<file path="src/rtl/serial_run_detect.sv">
// serial_run_detect: run-length detector on a single-bit serial stream.
// Asserts ostream while the current run of matching samples is at least
// RUN_LEN long. Match modes: 00 = runs of 1s, 01 = runs of 0s,
// 10 = runs of either value, 11 = same as 00.
// Optional build macro SERIAL_RUN_STATS_EN adds end_pulse/last_run_len,
// which report the length of each detected run when it terminates.
module serial_run_detect #(
   parameter int RUN_LEN = 4,
   parameter int CNT_W   = 3,
   parameter int TOT_W   = 8
) (
   input  logic             clk,
   input  logic             rst,
   input  logic             istream,
   input  logic             ivalid,
   input  logic [1:0]       mode,
   output logic             ostream,
   output logic             det_pulse,
   output logic [CNT_W-1:0] run_len,
   output logic             run_bit,
   output logic [TOT_W-1:0] run_total
`ifdef SERIAL_RUN_STATS_EN
   ,
   output logic             end_pulse,
   output logic [CNT_W-1:0] last_run_len
`endif
);

   typedef enum logic [1:0] {
      MODE_ONES   = 2'b00,
      MODE_ZEROS  = 2'b01,
      MODE_EITHER = 2'b10
   } mode_e;

   localparam logic [CNT_W-1:0] LEN_MAX = '1;
   localparam logic [TOT_W-1:0] TOT_MAX = '1;
   localparam logic [CNT_W-1:0] RUN_THR = CNT_W'(RUN_LEN);

   // A RUN_LEN outside 1..2^CNT_W-1 could never be reached (or is always met).
   generate
      if (RUN_LEN < 1 || RUN_LEN > (2 ** CNT_W) - 1) begin : g_bad_run_len
         initial $error("serial_run_detect: RUN_LEN=%0d outside 1..%0d",
                        RUN_LEN, (2 ** CNT_W) - 1);
      end
   endgenerate

   mode_e            mode_n;
   mode_e            mode_q;
   logic             match;
   logic [CNT_W-1:0] len_inc;
   logic [CNT_W-1:0] len_n;
   logic             bit_n;
   logic             os_n;
   logic             det_n;
   logic [TOT_W-1:0] total_n;
`ifdef SERIAL_RUN_STATS_EN
   logic             end_n;
`endif

   // Fold the reserved encoding onto "runs of 1s" so 00 <-> 11 is not a mode change.
   always_comb begin
      unique case (mode)
         2'b01:   mode_n = MODE_ZEROS;
         2'b10:   mode_n = MODE_EITHER;
         default: mode_n = MODE_ONES;
      endcase
   end

   // Next-state for the run tracker: mode change clears, valid sample advances, else hold.
   always_comb begin
      // NOTE: every variable gets a default before any branch so no latch is inferred.
      len_inc = (run_len == LEN_MAX) ? run_len : run_len + CNT_W'(1);
      match   = 1'b0;
      len_n   = run_len;
      bit_n   = run_bit;
      os_n    = ostream;
      total_n = run_total;
      if (mode_n != mode_q) begin
         // The sample arriving with a mode change is discarded.
         len_n = '0;
         os_n  = 1'b0;
      end else if (ivalid) begin
         if (mode_q == MODE_EITHER) begin
            // An empty run adopts the incoming bit; a different bit starts a fresh run of 1.
            match = (run_len == '0) || (istream == run_bit);
            bit_n = istream;
            len_n = match ? len_inc : CNT_W'(1);
            os_n  = match && (len_inc >= RUN_THR);
         end else begin
            match = (istream == (mode_q == MODE_ONES));
            len_n = match ? len_inc : '0;
            os_n  = match && (len_inc >= RUN_THR);
         end
      end
      // Rising edge of ostream is a detection; it can only happen on a valid sample.
      det_n = os_n & ~ostream;
      if (det_n && run_total != TOT_MAX) begin
         total_n = run_total + TOT_W'(1);
      end
`ifdef SERIAL_RUN_STATS_EN
      end_n = ostream & ~os_n;
`endif
   end

   // State and output registers; synchronous reset has priority over everything.
   always_ff @(posedge clk) begin
      if (rst) begin
         mode_q       <= MODE_ONES;
         ostream      <= 1'b0;
         det_pulse    <= 1'b0;
         run_len      <= '0;
         run_bit      <= 1'b0;
         run_total    <= '0;
`ifdef SERIAL_RUN_STATS_EN
         end_pulse    <= 1'b0;
         last_run_len <= '0;
`endif
      end else begin
         // NOTE: non-blocking assignments so every register samples pre-edge values.
         mode_q       <= mode_n;
         ostream      <= os_n;
         det_pulse    <= det_n;
         run_len      <= len_n;
         run_bit      <= bit_n;
         run_total    <= total_n;
`ifdef SERIAL_RUN_STATS_EN
         end_pulse    <= end_n;
         if (end_n) begin
            last_run_len <= run_len;
         end
`endif
      end
   end

endmodule

</file>
<file path="config.mk">
export PLATFORM = sky130hd
export DESIGN_NAME = serial_run_detect
export DESIGN_NICKNAME = d
export VERILOG_FILES = /design/src/rtl/serial_run_detect.sv
export SDC_FILE = /design/constraint.sdc
export NUM_CORES = 1
export LEC_CHECK = 0
export ABC_AREA = 1
export BUFFER_PORTS_ARGS = -buffer_cell sky130_fd_sc_hd__buf_2
export CELL_PAD_IN_SITES_DETAIL_PLACEMENT = 0
export CELL_PAD_IN_SITES_GLOBAL_PLACEMENT = 1
export CORE_MARGIN = 4
export CORE_UTILIZATION = 37
export DETAILED_ROUTE_END_ITERATION = 10
export PLACE_DENSITY_LB_ADDON = 0.1
export SLEW_MARGIN = 20
export SYNTH_ARGS = -nofsm -noshare
export SYNTH_HDL_FRONTEND = slang
export SYNTH_SLANG_ARGS = --single-unit
</file>
<file path="constraint.sdc">
create_clock -name clk -period 1.6 [get_ports clk]
set_input_delay 0.32 -clock clk [delete_from_list [all_inputs] [get_ports clk]]
set_output_delay 0.32 -clock clk [all_outputs]
set_load 0.05 [all_outputs]
</file>
==> metrics.csv <==
stage,metric,value,unit
outcome,status,completed,
grt,gr-total-overflow,0,
finish,drive_gt1_frac,0.316,
synth,synth-edff-count,0,
finish,final_nets,162,
critical_path,crit_required,1830,ps
drt,dr.first_iter.drc_count,16,
die,die_x,57.9,um
synth,synth-seq-area-share,0.348,
finish,areaGrowthSynthToFinish,23.1,%
pwr,seq_power_share,0.519,
synth,ys_ff_latch,16,
cts,clkLatencyLatePin,290,ps
finish,diodes,0,
timing,clock_skew,5.03,ps
cts,cts_tree,built,
place,place_area,1060,um^2
synth,syn_inst,127,
pwr,p_per_area,698,nW/um^2
timing,maxSlewViolCount,0,
synth,synth_area_leaders,"dfxtp_1 (35%), nand2_1 (14%), a21oi_1 (7.6%)",
drt,via_per_inst,4.96,
pwr,p_leak,0.000545,uW
critical_path,worstPathArrival,1710,ps
cts,clk_path_buf_depth,2,
place,hpwl,1540,um
pwr,pwr-share-comb,0.126,
timing,min_period,1480,ps
place,gp_congestion,0.786,
synth,syn_avg_cell_area,7.24,um^2
drt,first_pass_iters,4,
pwr,switchingPower,217,uW
finish,post-route-cell-area,1130,um^2
critical_path,crit_type,flip-flop to flip-flop,
synth,synth_flop_cell,dfxtp_1,
cts,htreeDepth,1,
pwr,p_clk_frac,0.356,
pwr,vdd.ir_drop.worst,0.000357,V
cts,cts-root-buf,clkbuf_4,
die,num_io_pins,20,
grt,grt_pass1_vias,779,
grt,grt_pass1_wl,3460,um
timing,worstMarginPinSlew,312,ps
die,start_util,0.400,
timing,setup_violations,0,
critical_path,critPathMaxFanout,5,
grt,grt_usage,0.130,
timing,hold_violations,0,
synth,synth_nets,136,
pwr,internal-power,573,uW
cts,numCtsBuffers,3,
timing,max-slew-margin-rel,0.790,
timing,whs,304,ps
cts,clk_pin_slew,110,ps
critical_path,endpoint_kind,flip-flop,
drt,wirelength,2150,um
pwr,swShare,0.275,
drt,drc_errors,0,
finish,fin_util,0.493,
synth,synth.yosys.warnings,0,
drt,vias,893,
timing,fmax,0.677,GHz
die,rows,17,
critical_path,critPathLaunchType,flip-flop,
synth,synth_cell_types,25,
synth,netlist_area,920,um^2
grt,antenna_found_initial,0,
die,dieHeight,57.9,um
die,fp.coreArea,2300,um^2
die,die_area,3350,um^2
cts,clock-sinks,16,
place,io_buffer_count,19,
worst_hold_path,hold_class,input port to flip-flop,
drt,post_drt_wl_per_cell,12.0,um
timing,min_period_over_period,0.923,
grt,grt_max_degree,11,
drt,antenna_left,0,
synth,yosys.area.top_type,dfxtp_1,
synth,synth_top_area_share,0.348,
job,drv_cap,0,
synth,synth-async-reset-ratio,0,
[cell usage after synthesis (all sizes together) (3+ instances only)]
master  instances
xnor2           3
nand2          37
o21ai           7
ha              3
dfxtp          16
inv            14
nand3          13
nor2           10
a21oi          14
[cell type report]
type                       instances  area (um^2)
tap                               28         35.0
sequential                        16          327
clock buffer                       4         36.3
timing repair buffer              21          110
inverter                          14         52.6
multi-input combinational         97          572
fill                             224         1160
[stage by stage]
stage               setup TNS (ps)  setup slack [ps]  power (uW)  instances
detailed placement               0               163         509        174
global placement                 0               169         509        174
CTS                              0               120         787        178
floorplan                        0              11.9         485        127
finish                           0               122         791        180
global route                 -2.80             -1.17         830        180
[flip-flops by register name, summed over array words and instances, names as in the netlist]
signal	cells
run_total	8
ostream	1
run_bit	1
det_pulse	1
mode_q	2
run_len	3
[worst paths after layout]
path                                 start            to  slack, ps  depth (start not counted)
worst max-delay path            run_len[0]  run_total[3]        120                         10
worst min-delay path               mode[0]     mode_q[0]        300                          3
worst max register to register  run_len[0]  run_total[3]        120                         10
worst min register to register  run_len[0]    run_len[0]        500                          2
[logic make-up (layout without fill, tap and decap cells)]
kind of cell	after synthesis	after routing	share of synthesized area
flip-flops	16	16	0.348
XOR/XNOR	5	5	0.0476
AO/OA/AOI/OAI	22	22	0.122
adder cells (fa/ha/maj)	3	3	0.0408
AND/OR/NAND/NOR	66	67	0.380
buffers and inverters	15	39	0.0612
[critical path, stage by stage (launching register included)]
cell and delay [ps]:
dfxtp_2 350, inv_1 80, ha_1 150, nand2_1 60, nand3_1 110, nand2_2 80, nand2_2 90, nand2_4 100
nor2_8 160, nand3_2 90, a21oi_2 140
[power groups by stage]
stage	clock network, uW	registers [uW]	logic [uW]
floorplan	0	430	55.6
finish	281	410	99.3
global placement	0	419	89.9
global route	307	411	111
CTS	286	410	91.2
detailed placement	0	419	90.3
[placed cells by master, fill, tap and decap left out, drive strengths merged]
master | netlist | final
o21ai | 7 | 7
nand3b | 2 | 2
nand4 | 2 | 2
nor2 | 10 | 11
nand2 | 37 | 37
nand3 | 13 | 13
o31ai | 1 | 1
inv | 14 | 14
xor2 | 2 | 2
a21oi | 14 | 14
buf | 0 | 21
clkbuf | 1 | 4
ha | 3 | 3
xnor2 | 3 | 3
nor3 | 2 | 2
dfxtp | 16 | 16
[metal layers]
metal  vias up  track usage  wire (um)
met4         0       0.0497         17
met2        18        0.181        934
met5         -            0          0
li1        470            -          -
met3         2       0.0334        105
met1       403        0.190       1100
[repair_timing]
action,4_1_cts,5_1_grt
resized for setup,0,5
hold buffers,0,0
setup endpoints to repair,0,7
buffers inserted,0,1
Note: power is estimated with default switching activity, not from simulation.
